==> src/rtl/uart_tx.sv <==
// rtl/uart_tx.sv - UART transmitter with a one-entry holding register and optional parity
module uart_tx #(
  parameter int DATA_WIDTH    = 8,
  parameter int TICKS_PER_BIT = 16
) (
  input  logic                  CLK,
  input  logic                  RESET,
  input  logic                  TX_BR_TICKS,
  input  logic                  PARITY_EN,
  input  logic                  PARITY_MODE,
  input  logic                  TX_START,
  input  logic [DATA_WIDTH-1:0] TX_DATA_IN,
  output logic                  TX_READY,
  output logic                  TX,
  output logic                  TX_BUSY,
  output logic                  TX_DONE
);

  localparam int CNT_W = $clog2(TICKS_PER_BIT);
  localparam int IDX_W = (DATA_WIDTH > 1) ? $clog2(DATA_WIDTH) : 1;

  localparam logic [2:0] IDLE   = 3'd0;
  localparam logic [2:0] START  = 3'd1;
  localparam logic [2:0] DATA   = 3'd2;
  localparam logic [2:0] PARITY = 3'd3;
  localparam logic [2:0] STOP   = 3'd4;

  localparam logic [CNT_W-1:0] CNT_LAST = CNT_W'(TICKS_PER_BIT - 1);
  localparam logic [IDX_W-1:0] IDX_LAST = IDX_W'(DATA_WIDTH - 1);

  logic [2:0]            state;
  logic [DATA_WIDTH-1:0] hold_data;
  logic                  hold_full;
  logic [DATA_WIDTH-1:0] shift_reg;
  logic [DATA_WIDTH-1:0] shift_next;
  logic [CNT_W-1:0]      tick_cnt;
  logic [IDX_W-1:0]      bit_idx;
  logic                  frame_par_en;
  logic                  parity_bit;
  logic                  bit_end;
  logic                  load_frame;

  assign TX_READY   = ~hold_full;
  assign shift_next = shift_reg >> 1;
  assign bit_end    = (state != IDLE) && TX_BR_TICKS && (tick_cnt == CNT_LAST);
  // A waiting byte starts either from idle or straight out of the stop bit, with no idle gap
  assign load_frame = hold_full && ((state == IDLE) || ((state == STOP) && bit_end));

  always_ff @(posedge CLK or posedge RESET) begin
    if (RESET) begin
      state        <= IDLE;
      hold_data    <= '0;
      hold_full    <= 1'b0;
      shift_reg    <= '0;
      tick_cnt     <= '0;
      bit_idx      <= '0;
      frame_par_en <= 1'b0;
      parity_bit   <= 1'b0;
      TX           <= 1'b1;
      TX_BUSY      <= 1'b0;
      TX_DONE      <= 1'b0;
    end else begin
      TX_DONE <= 1'b0;

      if (TX_START && !hold_full) begin
        hold_data <= TX_DATA_IN;
        hold_full <= 1'b1;
      end

      if (TX_BR_TICKS && (state != IDLE))
        tick_cnt <= bit_end ? '0 : tick_cnt + 1'b1;

      if (bit_end) begin
        case (state)
          START: begin
            state <= DATA;
            TX    <= shift_reg[0];
          end
          DATA: begin
            if (bit_idx == IDX_LAST) begin
              if (frame_par_en) begin
                state <= PARITY;
                TX    <= parity_bit;
              end else begin
                state <= STOP;
                TX    <= 1'b1;
              end
            end else begin
              bit_idx   <= bit_idx + 1'b1;
              shift_reg <= shift_next;
              TX        <= shift_next[0];
            end
          end
          PARITY: begin
            state <= STOP;
            TX    <= 1'b1;
          end
          STOP: begin
            TX_DONE <= 1'b1;
            state   <= IDLE;
            TX      <= 1'b1;
            TX_BUSY <= 1'b0;
          end
          default: state <= IDLE;
        endcase
      end

      // Parity is resolved at load so later PARITY_* changes cannot touch this frame
      if (load_frame) begin
        shift_reg    <= hold_data;
        hold_full    <= 1'b0;
        frame_par_en <= PARITY_EN;
        parity_bit   <= (^hold_data) ^ PARITY_MODE;
        tick_cnt     <= '0;
        bit_idx      <= '0;
        state        <= START;
        TX           <= 1'b0;
        TX_BUSY      <= 1'b1;
      end
    end
  end

endmodule

==> config.mk <==
export PLATFORM = sky130hd
export DESIGN_NAME = uart_tx
export DESIGN_NICKNAME = d
export VERILOG_FILES = /design/src/rtl/uart_tx.sv
export SDC_FILE = /design/constraint.sdc
export NUM_CORES = 1
export LEC_CHECK = 0
export CAP_MARGIN = 20
export CORE_MARGIN = 2
export CORE_UTILIZATION = 45
export DETAILED_ROUTE_END_ITERATION = 8
export GPL_TIMING_DRIVEN = 0
export HOLD_SLACK_MARGIN = 0.02
export PLACE_DENSITY_LB_ADDON = 0.08
export SLEW_MARGIN = 30
export SYNTH_ARGS = -nofsm -noshare
export SYNTH_HDL_FRONTEND = slang
export SYNTH_SLANG_ARGS = --single-unit
==> constraint.sdc <==
create_clock -name CLK -period 2 [get_ports CLK]
set_input_delay 0.4 -clock CLK [delete_from_list [all_inputs] [get_ports CLK]]
set_output_delay 0.4 -clock CLK [all_outputs]
set_load 0.01 [all_outputs]
==> flow_summary.toml, run 1 <==
[global_route]
grt_use_met1_pct = 20.3
grt_max_degree = 33
busiest_layer = "met2"
grt_pass1_vias = 1114
grt_pass1_wl_um = 5090
grt_util_all_layers_pct = 16.3
grtUsageMet3_pct = 4.93
antenna_found_initial = 0
use_met2_pct = 26.6
grt_overflow = 0

[logic_synthesis]
syn_avg_cell_area_um2 = 10.9
ys_warn_count = 0
yosys_most_used_dff = "dfrtp_1"
ys_seq_area_share_pct = 49.3
synth_area_mm2 = 0.00163
syn_nets = 166
synth_cell_type_count = 35
synth-seq-cells = 32
synth_edf_count = 0
ys_async_sr_fraction_pct = 100
syn_inst = 149

[floorplan]
die_w_um = 64.1
ioPinCount = 18
die_area_mm2 = 0.00411
core.rowCount = 21
core-area_mm2 = 0.00342
start_util_pct = 47.7
chipHeight_um = 64.1

[power]
p_leak_uw = 0.000884
ir_worst_vdd_mv = 0.772
powerDensity_mw_per_mm2 = 1260

[routing]
vias = 1135
drt-pass1-iter-count = 4
antenna_left = 0
wl_um = 2900
drcViolationCount = 0
via_per_inst = 5.16
drt_iter0_markers = 67
wire_per_inst_um = 13.2

[sta]
drv_slew = 0
skew_ps = 3.99
fin_setup_tns_ps = 0
timing.fmax_mhz = 531
setup_viol = 0
relSlewSlack_pct = 56.4
timing.final.crit_share_pct = 94.2
worst_slew_pin_slew_ps = 654
rsz0062_at_grt = "no"
period_minus_slack_ps = 1880
finalHoldViolations = 0

[finish]
mostFrequentLayoutCells = "30 x dfrtp_1, 20 x nand2_1, 17 x clkdlybuf4s50_1"
finish.instance_area_mm2 = 0.00191
stdcell_count = 220
final_common_cell = "dfrtp_1"
area_growth_pct = 17.5
diodes = 0
final_nets = 191
drive_above_1_share_pct = 18.4

[clock_tree]
root_buffer = "clkbuf_4"
clockBufferDepth = 2
path_clk_slew_ps = 90
cts_made_buffers = 5
clkLatencyLatePin_ps = 330
cts_tree = "built"
cts_sinks = 32
htreeDepth = 2

[worst_setup_path]
path_cells = "inv_1 > clkdlybuf4s50_1"
required_ps = 1600
cp_slowest_stage_delay_ps = 570
cp.arrival_ps = 1480
cp_slowest_cell = "clkdlybuf4s50_1"
path_max_fanout = 4
crit_type = "flop to output pin"
start_kind = "flop"
end_kind = "output pin"

[placed_design]
gp_congestion = 0.752
placedCellCount = 212
dpl.hpwl_um = 2090
placed_cell_area_mm2 = 0.00186
io_buffers = 17

[run]
drv_cap = 0

[run_status]
status = "complete, no violations"

[min_path]
min-delay-path-class = "input port to asynchronous set/reset pin"
critical path, delay by kind of cell (launching register included):
family | cells | cell delay [ps]
buffers and inverters | 2 | 740
DFF | 1 | 430
final cells by class:
cell class,count,area (um^2)
inverters,4,15.0
plain buffers,9,87.6
multi-input cells,104,726
repair buffers,18,178
flip-flops and latches,32,803
fillers,317,1500
well taps,46,57.6
clock buffers,6,41.3
clock inverters,1,5.00
metal layers:
metal | share of wire, % | wire length (um)
met1 | 45 | 1300
met2 | 50 | 1440
met3 | 4.4 | 127
met4 | 1.2 | 35
met5 | 0 | 0
where the power goes:
group / total [uW] / leakage, uW / internal, uW / switching, uW
Clock: 335 / 0.0000281 / 129 / 206
Sequential: 1110 / 0.000396 / 914 / 198
Combinational: 956 / 0.000460 / 541 / 416
synthesized netlist by cell type (all sizes together) (2+ instances only):
cell | instances | share of area (%)
dfrtp | 31 | 48
clkbuf | 4 | 2.2
xor2 | 5 | 2.7
nand2 | 20 | 4.6
nor2 | 10 | 2.3
ha | 3 | 2.3
xnor2 | 4 | 2.2
nand3 | 5 | 1.5
o21ai | 14 | 4.5
inv | 4 | 0.92
a21oi | 7 | 2.2
nor3 | 2 | 0.61
or3 | 2 | 0.77
mux2i | 10 | 6.1
buf | 5 | 3.2
mux2 | 8 | 5.5
final timing paths:
check	from	to	cells after the start	slack [ps]
max in group asynchronous	RESET	tick_cnt[0]	2	1060
max	hold_full	TX_READY	2	120
min in group CLK	TX	TX	2	480
max reg2reg	bit_idx[0]	shift_reg[0]	6	120
min reg2reg	TX	TX	2	480
min	RESET	tick_cnt[3]	2	470
cells by family (layout without fill, tap and decap cells):
| family | Yosys count | after routing | share of synthesized area [%] |
|---|---|---|---|
| buffers and inverters | 13 | 38 | 6.30 |
| muxes | 18 | 18 | 11.7 |
| AOI/OAI and AO/OA | 27 | 27 | 10.7 |
| adders and majority gates | 3 | 3 | 2.31 |
| and+or+nand+nor | 46 | 46 | 13.5 |
| DFF | 32 | 32 | 49.3 |
| xor gates and xnor gates | 10 | 10 | 6.23 |
what timing repair did:
action	CTS	global route
setup endpoints to repair	16	6
hold buffers	0	0
pin swaps	1	0
setup buffers	1	0
gates resized for setup	0	3
per-stage QoR:
stage	hold WS (ps)	total power (uW)	util [%]	setup slack, ps
6_report	471	2400	56.0	115
5_1_grt	514	2610	56.0	17.3
4_1_cts	482	2430	55.9	59.6
3_5_place_dp	468	2090	54.3	-354
3_3_place_gp	468	2050	54.3	-358
2_1_floorplan	451	1840	-	201
No activity file was read; power rests on OpenSTA's default activity.
==> inputs of run 2 (changes only) <==
--- a/config.mk
+++ b/config.mk
@@ -7,7 +7,7 @@
 export LEC_CHECK = 0
 export CAP_MARGIN = 20
 export CORE_MARGIN = 2
-export CORE_UTILIZATION = 45
+export CORE_UTILIZATION = 50
 export DETAILED_ROUTE_END_ITERATION = 8
 export GPL_TIMING_DRIVEN = 0
 export HOLD_SLACK_MARGIN = 0.02
==> run 2 against run 1 <==
  * Register-to-register slack worse by 30 ps
  * Count of clock-buffer cells in the layout up 2
  * Die area down 9.4%
  * Setup slack worse by 29 ps
  * Flip-flop and latch count unchanged
  * First-iteration DRC count up 18%
  * Largest power group unchanged
==> flow_summary.toml, run 2 (synthesis gave the netlist of run 1 again) <==
[floorplan]
core-area_mm2 = 0.00308
die_w_um = 61.1
core.rowCount = 20
ioPinCount = 18
chipHeight_um = 61.1
die_area_mm2 = 0.00373
start_util_pct = 52.9

[worst_setup_path]
rr_worst_depth = 6
cp_slowest_cell = "or4_4"
required_ps = 2250
start_kind = "flop"
cp_slowest_stage_delay_ps = 530
timing.rr.start = "tick_cnt[0]"
crit_end = "shift_reg[2]"
end_kind = "flop"
r2r_end = "shift_reg[2]"
path_cells = "ha_1 > nand4_2 > or4_4 > buf_6 > mux2i_1 > o21ai_0"
reg2reg_slack_ps = 90
crit_type = "flop to flop"
cp-startpoint = "tick_cnt[0]"
cp.arrival_ps = 2160
path_max_fanout = 10

[power]
ir_worst_vdd_mv = 0.797
p_switching_uw = 826
p_int_uw = 1630
p_leak_uw = 0.000897
power_frac_seq_pct = 45.3
pwr-share-clk_pct = 15.7
p_comb_share_pct = 39.0
powerDensity_mw_per_mm2 = 1270
switching_share_pct = 33.6

[sta]
skew_ps = 9.78
rsz0062_at_grt = "no"
setup_slack_ps = 86.4
setup_viol = 0
timing.fmax_mhz = 523
period_minus_slack_ps = 1910
timing.final.crit_share_pct = 95.7
worst_slew_pin_slew_ps = 660
relSlewSlack_pct = 56.0
drv_slew = 0
whs_ps = 464
finalHoldViolations = 0

[routing]
vias = 1132
drcViolationCount = 0
drt_iter0_markers = 79
via_per_inst = 5.12
wire_per_inst_um = 12.7
antenna_left = 0
wl_um = 2820
drt-pass1-iter-count = 4

[run]
drv_cap = 0

[placed_design]
dpl.hpwl_um = 2020
gp_congestion = 0.784
dp_worst_setup_slack_ps = -384
io_buffers = 17

[run_status]
status = "complete, no violations"

[clock_tree]
cts_tree = "built"
root_buffer = "clkbuf_4"
clkLatencyLatePin_ps = 340
clockBufferDepth = 2
cts_sinks = 32
htreeDepth = 2
cts_made_buffers = 5
path_clk_slew_ps = 100

[global_route]
grt_pass1_vias = 1119
grt_pass1_wl_um = 4910
grt_max_degree = 33
grt_overflow = 0
antenna_found_initial = 0
grt_util_all_layers_pct = 18.4

[finish]
mostFrequentLayoutCells = "30 x dfrtp_1, 20 x nand2_1, 17 x clkdlybuf4s50_1"
final_nets = 193
diodes = 0
drive_above_1_share_pct = 19.8
final_common_cell = "dfrtp_1"
area_growth_pct = 19.1

[min_path]
min-delay-path-class = "input port to asynchronous set/reset pin"
## run 2: cell type report
class / count / area [um^2]
fillers: 269 / 1140
flip-flops and latches: 32 / 803
multi-input cells: 104 / 726
repair buffers: 20 / 193
plain buffers: 9 / 87.6
clock buffers: 8 / 58.8
well taps: 44 / 55.1
inverters: 4 / 15.0
## run 2: per-layer routing
metal / track usage [%] / share of wire (%) / vias up
met5: 0 / 0 / -
met4: 7.45 / 1.8 / 0
met3: 5.67 / 4.3 / 7
met2: 29.5 / 46 / 23
met1: 23.2 / 48 / 528
li1: - / - / 574
## run 2: worst min path at each step
stage	end	start	slack, ps	cells after the start
3_3_place_gp	TX	TX	470	2
5_1_grt	TX	TX	500	2
2_1_floorplan	parity_bit	parity_bit	450	2
3_5_place_dp	TX	TX	470	2
4_1_cts	TX	TX	480	2
6_report	TX_DONE	RESET	460	2
## run 2: metrics by stage
stage	total power [uW]	cell area, um^2	setup TNS (ps)	std cells	utilization, %
global route	2650	1940	0	221	63.0
detailed placement	2080	1850	-5540	210	60.2
finish	2460	1940	0	221	63.0
global placement	2030	1850	-5400	210	60.2
CTS	2480	1930	0	221	62.8
floorplan	1840	1630	0	149	-
## run 2: worst max-delay path: cells and delay by family (launching register included)
kind	cells	cell delay [ps]
buf+inv	1	180
compound gates	1	180
simple gates	2	680
mux	1	120
fa+ha+maj	1	250
flops	1	430
## run 2: power by group through the flow
stage	Clock [uW]	Sequential [uW]	Combinational, uW
floorplan	0	1080	757
global placement	0	1110	922
detailed placement	0	1130	956
CTS	397	1110	970
global route	427	1150	1070
finish	387	1110	958
## run 2: repair_timing
item,4_1_cts,5_1_grt
buffers inserted,3,0
setup endpoints to repair,16,5
pin swaps,1,0
hold buffers,0,0
gates resized for setup,0,3
==> inputs of run 3 (changes only) <==
--- a/config.mk
+++ b/config.mk
@@ -9,8 +9,10 @@
 export CORE_MARGIN = 2
 export CORE_UTILIZATION = 50
 export DETAILED_ROUTE_END_ITERATION = 8
+export DONT_BUFFER_PORTS = 1
 export GPL_TIMING_DRIVEN = 0
 export HOLD_SLACK_MARGIN = 0.02
+export MAX_ROUTING_LAYER = met4
 export PLACE_DENSITY_LB_ADDON = 0.08
 export SLEW_MARGIN = 30
 export SYNTH_ARGS = -nofsm -noshare
==> run 3 against run 2 <==
  * Wire length increased by 0.57%
  * Critical path type unchanged
  * Final area decreased by 7.3%
  * Flip-flop and latch count unchanged
  * Count of clock-buffer cells in the layout decreased by 1
  * Global-route usage increased by 0.34 points
  * Via count decreased by 2.2%
  * Non-clock buffer count decreased by 18
  * Sequential share of layout area increased by 3.3 points
  * Combinational power decreased by 9.5%
==> flow_summary.toml, run 3 (synthesis gave the netlist of run 1 again) <==
[run_status]
status = "complete, no violations"

[power]
total_power_uw = 2540
pwr-share-clk_pct = 21.7
p_int_uw = 1730
p_leak_uw = 0.000848
p_switching_uw = 807
powerDensity_mw_per_mm2 = 1410
p_comb_share_pct = 34.2
switching_share_pct = 31.8
ir_worst_vdd_mv = 0.763
power_frac_seq_pct = 44.1

[sta]
rsz0062_at_grt = "no"
timing.final.crit_share_pct = 95.0
period_minus_slack_ps = 1900
worst_slew_pin_slew_ps = 675
setup_viol = 0
drv_slew = 0
skew_ps = 9.58
timing.fmax_mhz = 527
relSlewSlack_pct = 54.9
setup_slack_ps = 101
finalHoldViolations = 0

[floorplan]
ioPinCount = 18
core.rowCount = 20
chipHeight_um = 61.1
die_area_mm2 = 0.00373
die_w_um = 61.1
core-area_mm2 = 0.00308
start_util_pct = 52.9

[clock_tree]
clkLatencyLatePin_ps = 330
cts_sinks = 32
path_clk_slew_ps = 100
cts_tree = "built"
hold_buffers = 0
htreeDepth = 2
cts_made_buffers = 5
clockBufferDepth = 2
root_buffer = "clkbuf_4"

[global_route]
grt_overflow = 0
grt_util_all_layers_pct = 18.7
antenna_found_initial = 0
grt_pass1_wl_um = 4800
grt_max_degree = 33
grt_pass1_vias = 1057
busiest_layer = "met2"
use_met2_pct = 26.4
grtUsageMet3_pct = 5.46
grt_use_met1_pct = 24.1

[worst_setup_path]
end_kind = "flop"
cp_slowest_stage_delay_ps = 540
cp_slowest_cell = "or4_4"
crit_type = "flop to flop"
path_max_fanout = 10
start_kind = "flop"
path_cells = "ha_1 > ha_2 > or4_4 > buf_6 > mux2i_1 > o21ai_0"
required_ps = 2220
cp.arrival_ps = 2120

[run]
drv_cap = 0

[finish]
fillCellCount = 287
final_common_cell = "dfrtp_1"
final_nets = 175
finish.instance_area_mm2 = 0.00180
drive_above_1_share_pct = 22.0
area_growth_pct = 10.4
final-seq-area_um2 = 803
diodes = 0
mostFrequentLayoutCells = "30 x dfrtp_1, 20 x nand2_1, 11 x o21ai_0"
multiInputGateArea_um2 = 726

[placed_design]
dpl.hpwl_um = 1980
placed_cell_area_mm2 = 0.00168
io_buffers = 0
dp_worst_setup_slack_ps = -28.1
gp_congestion = 0.778

[min_path]
min-delay-path-class = "input port to asynchronous set/reset pin"

[routing]
wl_um = 2830
wire_per_inst_um = 13.9
drt-pass1-iter-count = 4
antenna_left = 0
drt_iter0_markers = 26
drcViolationCount = 0
vias = 1107
via_per_inst = 5.45
==> run 3: through the flow <==
step | hold slack [ps] | TNS (ps) | utilization [%] | instances
6_report | 39.4 | 0 | 58.4 | 203
5_1_grt | 59.1 | 0 | 58.4 | 203
4_1_cts | 40.2 | 0 | 57.8 | 201
3_5_place_dp | 421 | -58.3 | 54.7 | 193
3_3_place_gp | 474 | 0 | 54.7 | 193
2_1_floorplan | 451 | 0 | - | 149
==> run 3: power groups by stage <==
stage          Sequential [uW]  Combinational [uW]  Clock (uW)
2_1_floorplan             1080                 757           0
5_1_grt                   1160                 987         592
4_1_cts                   1120                 873         569
3_5_place_dp              1130                 870           0
3_3_place_gp              1130                 845           0
6_report                  1120                 867         551
==> run 3: area by class of cell <==
class	count	share of cell area, %
Timing Repair Buffer	2	0.836
Buffer	9	4.87
Sequential cell	32	44.7
Multi-Input combinational cell	104	40.4
Clock inverter	1	1.67
Inverter	4	0.836
Clock buffer	7	3.62
Tap cell	44	3.06
==> run 3: critical path, delay by kind of cell, from the launching register on <==
family	cells	cell delay [ps]
simple gates	1	540
fa+ha+maj	2	410
flops	1	410
buf+inv	1	180
mux	1	160
compound gates	1	90
==> run 3: timing repair <==
action,CTS,global route
setup endpoints to repair,15,17
pin swaps,1,1
gates resized for setup,0,3
setup buffers,0,2
==> run 3: metal layers <==
layer	routed length [um]	up-vias
met5	0	-
met4	58	0
met3	124	7
met2	1340	28
met1	1310	532
li1	-	540
==> run 3: path summary, 6_finish.rpt <==
| kind | startpoint | to | slack, ps | depth (start not counted) |
|---|---|---|---|---|
| max | bit_idx[0] | shift_reg[4] | 100 | 6 |
| min | RESET | TX_DONE | 40 | 1 |
| max reg2reg | bit_idx[0] | shift_reg[4] | 100 | 6 |
| min reg2reg | parity_bit | parity_bit | 500 | 2 |
| max in group asynchronous | RESET | tick_cnt[0] | 1490 | 1 |
| min in group CLK | PARITY_EN | frame_par_en | 180 | 2 |
